$ cat config.mk
export PLATFORM = sky130hd
export DESIGN_NAME = stopwatch_ctrl
export DESIGN_NICKNAME = d
export VERILOG_FILES = /design/src/rtl/stopwatch_ctrl.sv
export SDC_FILE = /design/constraint.sdc
export NUM_CORES = 1
export LEC_CHECK = 0
export BUFFER_PORTS_ARGS = -buffer_cell sky130_fd_sc_hd__buf_2
export CORE_UTILIZATION = 29
export DETAILED_ROUTE_END_ITERATION = 7
export SETUP_SLACK_MARGIN = 0.2
export SLEW_MARGIN = 20
export SYNTH_ARGS = -nofsm -noshare
export SYNTH_HDL_FRONTEND = slang
export SYNTH_SLANG_ARGS = --single-unit
$ cat constraint.sdc
create_clock -name clk -period 1.76 [get_ports clk]
set_input_delay 0.264 -clock clk [delete_from_list [all_inputs] [get_ports clk]]
set_output_delay 0.264 -clock clk [all_outputs]
set_load 0.01 [all_outputs]
$ cat src/rtl/stopwatch_ctrl.sv
// Start/stop/lap control FSM and 100 Hz tick prescaler for the stopwatch digit chain.
// Define STOPWATCH_CTRL_OVF_STOP_EN to add max_reached/ovf overflow stop.
module stopwatch_ctrl #(
  parameter int DIV   = 500000,
  parameter int CNT_W = 20
) (
  input  logic       clk,
  input  logic       rst,
  input  logic       btn_ss,
  input  logic       btn_lr,
`ifdef STOPWATCH_CTRL_OVF_STOP_EN
  input  logic       max_reached,
  output logic       ovf,
`endif
  output logic       cnt_en,
  output logic       clr,
  output logic       disp_hold,
  output logic       running,
  output logic [1:0] state
);

  typedef enum logic [1:0] {
    S_IDLE  = 2'd0,
    S_RUN   = 2'd1,
    S_PAUSE = 2'd2,
    S_LAP   = 2'd3
  } state_t;

  localparam logic [CNT_W-1:0] LP_TOP = CNT_W'(DIV - 1);

  state_t           r_state;
  logic [CNT_W-1:0] r_presc;
  logic             r_cnt_en;
  logic             r_ovf;
  logic [1:0]       r_ss_sync;
  logic [1:0]       r_lr_sync;
  logic             r_ss_prev;
  logic             r_lr_prev;

  logic w_ev_ss;
  logic w_ev_lr;
  logic w_tick;
  logic w_stop;
  logic w_ss_resume;

  assign w_ev_ss     = r_ss_sync[1] & ~r_ss_prev;
  assign w_ev_lr     = r_lr_sync[1] & ~r_lr_prev;
  assign w_tick      = (r_presc == LP_TOP);
  // Once overflow has stopped the chain, only lap/reset may leave PAUSE.
  assign w_ss_resume = w_ev_ss & ~r_ovf;

`ifdef STOPWATCH_CTRL_OVF_STOP_EN
  assign w_stop = w_tick & max_reached;
  assign ovf    = r_ovf;
`else
  assign w_stop = 1'b0;
`endif

  always_ff @(posedge clk) begin
    // NOTE: all sequential state uses non-blocking assignments so every flop
    // samples pre-edge values; reset is synchronous and overrides everything.
    if (rst) begin
      r_state   <= S_IDLE;
      r_presc   <= '0;
      r_cnt_en  <= 1'b0;
      r_ovf     <= 1'b0;
      r_ss_sync <= '0;
      r_lr_sync <= '0;
      r_ss_prev <= 1'b0;
      r_lr_prev <= 1'b0;
    end else begin
      r_ss_sync <= {r_ss_sync[0], btn_ss};
      r_lr_sync <= {r_lr_sync[0], btn_lr};
      r_ss_prev <= r_ss_sync[1];
      r_lr_prev <= r_lr_sync[1];
      r_cnt_en  <= 1'b0;

      case (r_state)
        S_IDLE: begin
          r_presc <= '0;
          r_ovf   <= 1'b0;
          if (w_ev_ss) r_state <= S_RUN;
        end
        S_PAUSE: begin
          if (w_ss_resume) begin
            r_state <= S_RUN;
          end else if (w_ev_lr) begin
            r_state <= S_IDLE;
            r_presc <= '0;
            r_ovf   <= 1'b0;
          end
        end
        default: begin
          // Leaving on a due tick swallows it and parks the prescaler at the top,
          // so the tick fires on the first cycle after resuming.
          if (w_stop || w_ev_ss) begin
            r_state <= S_PAUSE;
            r_ovf   <= r_ovf | w_stop;
            if (!w_tick) r_presc <= r_presc + CNT_W'(1);
          end else begin
            if (w_ev_lr) r_state <= (r_state == S_RUN) ? S_LAP : S_RUN;
            if (w_tick) begin
              r_presc  <= '0;
              r_cnt_en <= 1'b1;
            end else begin
              r_presc <= r_presc + CNT_W'(1);
            end
          end
        end
      endcase
    end
  end

  assign cnt_en    = r_cnt_en;
  assign state     = r_state;
  assign clr       = (r_state == S_IDLE);
  assign disp_hold = (r_state == S_LAP);
  assign running   = (r_state == S_RUN) || (r_state == S_LAP);

endmodule

-- Word level (Yosys, flattened, before mapping)
Index checks and enable logic that the tools add are counted.
- bits in registers: 30
- input bits: 4
- output and inout port bits: 6
- word-level logic and storage cells: 49
- add/sub/neg operators: 1
- equality and inequality tests: 9
- muxes and demuxes: 17
- bitwise logic cells: 6
- reductions and logical operators: 8
- operators with widths (operator ; number):
    two-way mux 20 bit ; 5
    one-hot mux 20 bit (2 select lines) ; 1
    adder 20 x 1 -> 20 bit, second input constant ; 1
    == test 20 x 19 -> 1 bit, second input constant ; 1
    two-way mux 2 bit ; 6
    AND reduction 3 bit ; 3
    == test 2 bit, second input constant ; 2
    != test 2 bit, second input constant ; 2
    != test 4 x 3 -> 1 bit, second input constant ; 1
    one-hot mux 2 bit (2 select lines) ; 1
    OR reduction 4 bit ; 1
    AND 1 bit ; 3
    two-way mux 1 bit ; 3
    != test 3 bit, second input constant ; 1
    inverter 1 bit ; 3
    nonzero test 3 bit ; 1
    == test 2 x 1 -> 1 bit, second input constant ; 1
    zero test 2 bit ; 1
    != test 2 x 1 -> 1 bit, second input constant ; 1
    one-hot mux 1 bit (2 select lines) ; 1
    nonzero test 2 bit ; 1
    logical OR 1 bit ; 1

-- Longest topological paths before layout
Gate-level depths: netlist of the first run.
- depth after elaboration: 5
- mapped depth: 7
- mapped depth without buffers: 6

-- Worst setup path before layout of the first run
OpenSTA, ideal clock, no wires.
- path kind: register to register
- from: register r_presc[5]
- to: register r_presc[18]
- setup time: 0.117 ns
- arrival: 1.776 ns
- data required time: 1.643 ns
- path slack: -0.132 ns
- cell stages (with the launch flop): 6
- buffers on the path: 0
- clock period less this slack: 1.892 ns
- cell sequence: dfxtp_1 or4_4 nor4_4 a21oi_2 a22o_2 a22o_1
- longest elaborated chain between the ends: 4
- elaborated cells between the ends (all ways): 8
- classes of those cells: 1 x add/sub; 2 x eq/ne; 4 x mux; 1 x reduce/logical
- RTL lines (item ; line ; source):
    start: declaration ; 32 ; logic [CNT_W-1:0] r_presc;
    start signal: assignment ; 99 ; if (!w_tick) r_presc <= r_presc + CNT_W'(1);
    start signal: assignment ; 106 ; r_presc <= r_presc + CNT_W'(1);
    adder 20 x 1 -> 20 bit or == test 20 x 19 -> 1 bit (tied branches) ; 99, 106, 48 ;
    two-way mux 20 bit (on tied branches) ; 102, 99 ;
    two-way mux 20 bit ; 96 ; if (w_stop || w_ev_ss) begin
    one-hot mux 20 bit (2 select lines) ; 78 ; case (r_state)
Several ways; a longest one is shown, not always the timed one. The select of a mux whose other input is x is not followed.
A chain may end at the register's enable or synchronous reset.

-- Worst setup path in the final report of the first run
- from: register r_presc[7]
- to: register r_presc[16]
The elaborated chain is that of the path after synthesis.

==> flow_metrics.tcl, run 1 <==
set metrics [dict create \
    drv_cap 0 \
    rrSetupSlack_ps -140 \
    power_density_nw_per_um2 662 \
    fin_crit_sh 1.08 \
    synthArstFlopShare 0 \
    hold_viol_final 0 \
    end_kind "flip-flop" \
    netlist_area_sq_um 1370 \
    area_growth_syn_to_layout_pct 42.0 \
    setup_viol 20 \
    grt_pass1_vias 1268 \
    overflow 0 \
    fin_worst_skew_ps 9.53 \
    synth_top_area_frac 0.423 \
    syn-mean-instance-area_sq_um 8.53 \
    critPathRequiredTime_ps 2000 \
    fmax_mhz 528 \
    core_sq_um 4440 \
    power_uw 1290 \
    htreeDepth 2 \
    syn_inst 161 \
    place_hpwl_mm 2.25 \
    worstPathMaxFanout 6 \
    path_class "reg2reg" \
    tightest_slew_ps 400 \
    status "finished, violations left" \
    globalplace.congestion 0.758 \
    die_x_microns 70.8 \
    cp-start-kind "flip-flop" \
    irDropWorstVdd_uv 479 \
    setup_tns_ps -2230 \
    synth-seq-cells 29 \
    drt_iter0_markers 102 \
    grt_use_total 0.139 \
    synth_area_leaders "dfxtp_1, nor2_1, nor2b_1" \
    start_util 0.309 \
    min_to "r_ss_sync[0]" \
    utilization 0.439 \
    critical_path_arrival_ps 2130 \
    r2r_start "r_presc[7]" \
    drc 0 \
    reg2reg_depth 6 \
    grt_max_degree 15 \
    r2r-end "r_presc[16]" \
    antenna_found_initial 0 \
    yosysWarnings 0 \
    critical_path.slowest_cell "or4_4" \
    synth_nets 166 \
    cts_root_buffer "clkbuf_8" \
    grt_setup_unrepaired "yes" \
    layout.nets 213 \
    yosysTopAreaCell "dfxtp_1" \
    drive_gt1_frac 0.426 \
    cellLeakagePower_uw 0.000724 \
    slowest_delay_ps 540 \
    antenna_cells 0 \
    post-route-min-period_ps 1900 \
    setup_slack_ps -135 \
    fp-row-count 24 \
    die_y_microns 70.8 \
    cts_buffer_depth 2 \
    worstSkewPairLatency_ps 290 \
    drtAntennaViolNets 0 \
    min_from "btn_ss" \
    ios 10 \
    critPathTopFamily "simple AND/OR/NAND/NOR gates" \
    grt_pass1_wl_mm 5.51 \
    crit_buf_inv 1 \
    cts_tree "yes" \
    wirelength_mm 3.44 \
    synth-edff-count 0 \
    holdBufCountCts 0 \
    synth_cell_types 40 \
    numCtsBuffers 5 \
    synth_ff_type "dfxtp_1" \
    violations "setup timing" \
    hold_depth 2 \
    vias 1327 \
    dr.pass1.iters 7 \
    cts_sinks 29 \
    relSlewSlack 0.731 \
    slew_viol_final 0 \
    clk_pin_slew_worst_paths_ps 70 \
    numPortBuffers 9 \
    hold_path.class "in2reg" \
    fp.dieArea_sq_um 5020 \
    viasPerCell 5.08 \
    crit_chain "or4_4 -> nor4_4 -> buf_6 -> a41o_4 -> a22o_2 -> a22o_1" \
    yosysSeqAreaShare 0.423 \
    wl_per_cell_microns 13.2 \
]
## worst max path at each step
| stage | from | end | slack [ps] | cells past startpoint |
|---|---|---|---|---|
| 2_1_floorplan | r_presc[12] | r_presc[0] | -120 | 6 |
| 3_3_place_gp | r_presc[12] | r_presc[18] | -170 | 5 |
| 3_5_place_dp | r_presc[12] | r_presc[18] | -200 | 5 |
| 4_1_cts | r_presc[6] | r_presc[18] | -120 | 6 |
| 5_1_grt | r_presc[7] | r_presc[0] | -200 | 6 |
| 6_report | r_presc[7] | r_presc[16] | -140 | 6 |
## stage by stage
stage	setup WS (ps)	hold WS, ps	cell area [sq um]	cells
after global placement	-167	417	1710	250
final	-135	193	1950	261
after floorplan	-117	392	1380	161
after detailed placement	-205	427	1710	250
after CTS	-122	195	1840	260
after global routing	-200	199	1950	261
## layer usage
| layer | vias to the layer above | wire [microns] | GRT usage |
|---|---|---|---|
| li1 | 675 | - | - |
| met1 | 629 | 1710 | 0.184 |
| met2 | 18 | 1600 | 0.215 |
| met3 | 5 | 98 | 0.0427 |
| met4 | 0 | 33 | 0.0467 |
| met5 | - | 0 | 0 |
## cell type report
type	instances	area, sq um
fillers	449	2490
multi-input cells	123	871
flip-flops and latches	29	587
repair buffers	46	334
clock buffers	6	72.6
well taps	52	65.1
inverters	3	11.3
clock inverters	2	10.0
## cells in the mapped netlist (3+ instances only)
cell       n
a21oi_1    9
a31oi_1    7
dfxtp_1   29
inv_1      3
nand2_1   10
nand2b_1   4
nand3_1    8
nand4_1    7
nor2_1    17
nor2b_1    8
nor3_1     5
nor4_1     3
o21ai_0    8
or2_2      4
or3_2      3
xnor2_1    5
xor2_1     3
## what timing repair did
action | 4_1_cts | 5_1_grt
pin swaps | 7 | 15
cloned | 1 | 0
setup buffers | 1 | 1
resized for setup | 3 | 26
setup endpoints to repair | 21 | 21
## cells by family after synthesis
| kind of cell | after synthesis | synth area share |
|---|---|---|
| DFF | 29 | 0.423 |
| AOI/OAI and AO/OA | 34 | 0.157 |
| adders and majority gates | 1 | 0.00911 |
| xor gates and xnor gates | 8 | 0.0510 |
| and+or+nand+nor | 79 | 0.325 |
| buffers and inverters | 10 | 0.0355 |
## registers in the layout, summed over array words and instances, names as in the netlist
register	cells
r_presc	20
r_lr_sync	2
r_ss_sync	2
state	2
cnt_en	1
r_lr_prev	1
r_ss_prev	1
## placed cells by master, fill, tap and decap left out, types with 4 or more instances in the layout
master | synthesis | layout
a21oi_1 | 9 | 7
a31oi_1 | 7 | 6
buf_2 | 2 | 9
buf_4 | 0 | 34
clkbuf_8 | 0 | 5
dfxtp_1 | 29 | 24
dfxtp_2 | 0 | 5
nand2_1 | 10 | 10
nand2b_1 | 4 | 4
nand3_1 | 8 | 8
nand4_1 | 7 | 7
nor2_1 | 17 | 14
nor2b_1 | 8 | 8
nor3_1 | 5 | 4
o21ai_0 | 8 | 5
or2_2 | 4 | 4
xnor2_1 | 5 | 5
## report_power, final
| part | total [uW] | internal (uW) | switching, uW |
|---|---|---|---|
| Combinational | 84.4 | 36.5 | 47.9 |
| Sequential | 669 | 665 | 3.77 |
| Clock | 538 | 273 | 264 |
| Total | 1290 | 975 | 316 |
Power figures use the tool's default switching activity.
==> run 2, diff against run 1 <==
Settings changed: CORE_MARGIN set to 2, MAX_ROUTING_LAYER set to met4.
==> flow_metrics.tcl, run 2 (same netlist as run 1, synthesis figures left out) <==
set metrics [dict create \
    cts_tree "yes" \
    grt_pass1_wl_mm 5.34 \
    hold_viol_final 0 \
    violations "setup timing" \
    largest-register "r_presc" \
    htreeDepth 2 \
    layout_common_cells "buf_4, dfxtp_1, nor2_1" \
    largest_register_ff_count 20 \
    critPathRequiredTime_ps 1960 \
    cts_sinks 29 \
    clock_power_share 0.493 \
    die_x_microns 72.8 \
    layout.nets 212 \
    fmax_mhz 522 \
    core_sq_um 4630 \
    post-route-min-period_ps 1920 \
    dr.pass1.iters 4 \
    switching_power_uw 321 \
    drtAntennaViolNets 0 \
    fp-row-count 25 \
    antenna_found_initial 0 \
    place_hpwl_mm 2.21 \
    wl_per_cell_microns 12.2 \
    setup_slack_ps -157 \
    clk_pin_slew_worst_paths_ps 70 \
    grt_use_total 0.135 \
    routed.top_layer "met4" \
    fin_worst_skew_ps 6.56 \
    final_area_sq_um 1980 \
    grt_setup_unrepaired "yes" \
    holdBufCountCts 0 \
    numPortBuffers 9 \
    ios 10 \
    irDropWorstVdd_uv 375 \
    cellLeakagePower_uw 0.000738 \
    fin_hold_ws_ps 187 \
    hold_path.class "in2reg" \
    seqPwrFrac 0.451 \
    critical_path_arrival_ps 2120 \
    final_common_cell "buf_4" \
    cp-start-kind "flip-flop" \
    p_sw_frac 0.216 \
    relSlewSlack 0.605 \
    utilization 0.428 \
    drive_gt1_frac 0.409 \
    wl_met2_mm 1.43 \
    end_kind "flip-flop" \
    cts_root_buffer "clkbuf_8" \
    power_density_nw_per_um2 748 \
    worstPathMaxFanout 6 \
    wirelength_mm 3.20 \
    cts_buffer_depth 2 \
    grt_pass1_vias 1181 \
    viasPerCell 5.00 \
    wl_met1_mm 1.59 \
    grt_max_degree 15 \
    fp.dieArea_sq_um 5300 \
    status "finished, violations left" \
    p_comb_frac 0.056 \
    slew_viol_final 0 \
    met3WireLength_microns 119 \
    numCtsBuffers 5 \
    fin_crit_sh 1.09 \
    drt_iter0_markers 68 \
    tightest_slew_ps 587 \
    drc 0 \
    vias 1309 \
    worstSkewPairLatency_ps 290 \
    dp_slack_ps -208 \
    start_util 0.297 \
    intPower_uw 1160 \
    drv_cap 0 \
    overflow 0 \
    die_y_microns 72.8 \
    globalplace.congestion 0.803 \
    setup_viol 20 \
    antenna_cells 0 \
    place_area_sq_um 1720 \
    area_growth_syn_to_layout_pct 44.1 \
    path_class "reg2reg" \
]
[run 2: area by class of cell]
| cell class | count | area (sq um) |
|---|---|---|
| multi-input combinational | 123 | 871 |
| tap | 54 | 67.6 |
| clock buffer | 6 | 82.6 |
| inverter | 3 | 11.3 |
| fill | 459 | 2650 |
| timing repair buffer | 45 | 327 |
| clock inverter | 2 | 37.5 |
| sequential | 29 | 583 |
[run 2: worst max-delay path, stage by stage, from the launching register on]
cell,delay [ps]
dfxtp_2,320
or4_4,530
nor4_4,270
buf_6,170
a41o_4,290
nand2_4,90
a31oi_1,160
[run 2: metal layers]
metal  global-route usage  up-vias
li1                     -      670
met1                0.179      609
met2                0.191       25
met3               0.0373        5
met4               0.0617        0
met5                    -        -
[run 2: final timing paths]
kind,startpoint,endpoint,cells past startpoint,slack [ps]
setup / recovery,r_presc[12],r_presc[14],6,-160
setup reg to reg,r_presc[12],r_presc[14],6,-160
hold / removal,btn_ss,r_ss_sync[0],2,190
hold reg to reg,r_lr_sync[0],r_lr_sync[1],1,440
[run 2: stage by stage]
stage / power (uW) / instances / setup TNS, ps
final: 1480 / 262 / -2260
after global routing: 1540 / 262 / -4500
after CTS: 1500 / 262 / -2300
after detailed placement: 754 / 252 / -2650
after global placement: 754 / 252 / -2240
after floorplan: 727 / 161 / -1360
[run 2: timing repair]
action                                  in CTS  in global routing
cloned                                       1                  0
setup buffers                                1                  0
pin swaps                                   10                 11
endpoints found under the setup margin      21                 21
resized for setup                            6                 18
[run 2: power groups by stage]
stage	Clock [uW]	Sequential (uW)	Combinational, uW
after floorplan	0	685	42.3
final	731	668	82.4
after global routing	777	669	90.7
after detailed placement	0	683	70.6
after global placement	0	683	70.9
after CTS	754	668	75.4
==> run 3, diff against run 2 <==
Settings changed: CTS_BUF_LIST set to sky130_fd_sc_hd__clkbuf_4.
==> flow_metrics.tcl, run 3 (same netlist as run 1, synthesis figures left out) <==
set metrics [dict create \
    status "finished, violations left" \
    violations "setup timing" \
    path_class "reg2reg" \
    holdBufCountCts 0 \
    met3_usage 0.0373 \
    drv_cap 0 \
    worstSkewPairLatency_ps 330 \
    hold_viol_final 0 \
    dr.pass1.iters 4 \
    drtAntennaViolNets 0 \
    setup_viol 20 \
    fin_worst_skew_ps 9.09 \
    post-route-min-period_ps 1910 \
    register_area_sq_um 584 \
    largest_register_ff_count 20 \
    rrSetupSlack_ps -150 \
    r2r_start "r_presc[12]" \
    min_to "r_ss_sync[0]" \
    htreeDepth 2 \
    cp-start-kind "flip-flop" \
    die_y_microns 72.8 \
    layout_common_cells "buf_4, dfxtp_1, nor2_1" \
    min_from "btn_ss" \
    cellLeakagePower_uw 0.000726 \
    cts_buffer_depth 2 \
    n_fill_cell 467 \
    worstPathMaxFanout 5 \
    drt_iter0_markers 67 \
    end_kind "flip-flop" \
    layout.cells.non_filler 263 \
    antenna_cells 0 \
    fin_crit_sh 1.08 \
    utilization 0.422 \
    place_area_sq_um 1720 \
    ios 10 \
    use_met2 0.198 \
    grt_setup_unrepaired "yes" \
    final_common_cell "buf_4" \
    irDropWorstVdd_uv 375 \
    critical_path_arrival_ps 2140 \
    relSlewSlack 0.723 \
    multi_input_area_sq_um 877 \
    cts_sinks 29 \
    tightest_slew_ps 412 \
    core_sq_um 4630 \
    hold_depth 2 \
    met1_usage 0.179 \
    antenna_found_initial 0 \
    numCtsBuffers 5 \
    grt_max_degree 15 \
    cts_root_buffer "clkbuf_4" \
    wirelength_mm 3.32 \
    cts_tree "yes" \
    drc 0 \
    drive_gt1_frac 0.416 \
    area_growth_syn_to_layout_pct 42.2 \
    vias 1302 \
    fmax_mhz 524 \
    grt_pass1_wl_mm 5.43 \
    setup_tns_ps -2270 \
    globalplace.congestion 0.803 \
    final_area_sq_um 1950 \
    place_hpwl_mm 2.21 \
    setup_slack_ps -149 \
    die_x_microns 72.8 \
    numPortBuffers 9 \
    busiest_layer "met2" \
    place_inst 252 \
    clk_pin_slew_worst_paths_ps 110 \
    critPathRequiredTime_ps 2000 \
    viasPerCell 4.95 \
    grt_pass1_vias 1212 \
    overflow 0 \
    largest-register "r_presc" \
    grt_use_total 0.135 \
    start_util 0.297 \
    power_density_nw_per_um2 669 \
    reg2reg_depth 6 \
    slew_viol_final 0 \
    layout.nets 213 \
    wl_per_cell_microns 12.6 \
    hold_path.class "in2reg" \
    fp-row-count 25 \
    r2r-end "r_presc[16]" \
    fp.dieArea_sq_um 5300 \
]
[run 3: worst max-delay path: stages, from the launching register on]
cell,delay [ps]
dfxtp_2,330
or4_4,530
nor4_4,270
buf_6,170
a21oi_4,80
a22o_4,220
a22o_1,210
[run 3: metrics by stage]
step	hold slack, ps	setup slack [ps]	total power (uW)
finish	134	-149	1310
global route	135	-247	1350
global placement	417	-176	754
CTS	121	-148	1310
detailed placement	436	-208	754
floorplan	392	-117	727
[run 3: worst max path at each step]
stage                   to  slack (ps)   startpoint
2_1_floorplan   r_presc[0]        -120  r_presc[12]
3_3_place_gp   r_presc[14]        -180  r_presc[12]
3_5_place_dp   r_presc[18]        -210  r_presc[12]
4_1_cts        r_presc[16]        -150  r_presc[14]
5_1_grt        r_presc[12]        -250  r_presc[12]
6_report       r_presc[16]        -150  r_presc[12]
[run 3: area by class of cell]
type	count	area share
multi-input cells	123	0.449
inverters	3	0.00577
repair buffers	46	0.171
flip-flops and latches	29	0.299
well taps	54	0.0346
clock inverters	3	0.0211
clock buffers	5	0.0192
[run 3: timing repair]
| action | CTS | global route |
|---|---|---|
| setup endpoints to repair | 21 | 21 |
| buffers inserted | 2 | 0 |
| cloned | 1 | 0 |
| resized for setup | 6 | 20 |
| pin swaps | 12 | 11 |
[run 3: power by group]
part	total [uW]	internal (uW)	switching, uW
clock network	554	294	260
logic	83.6	36.8	46.9
registers	668	664	3.29
total	1310	995	311
[run 3: layer usage]
metal / vias up / routed length (microns)
li1: 674 / -
met1: 612 / 1670
met2: 12 / 1530
met3: 4 / 83
met4: 0 / 34
met5: - / 0
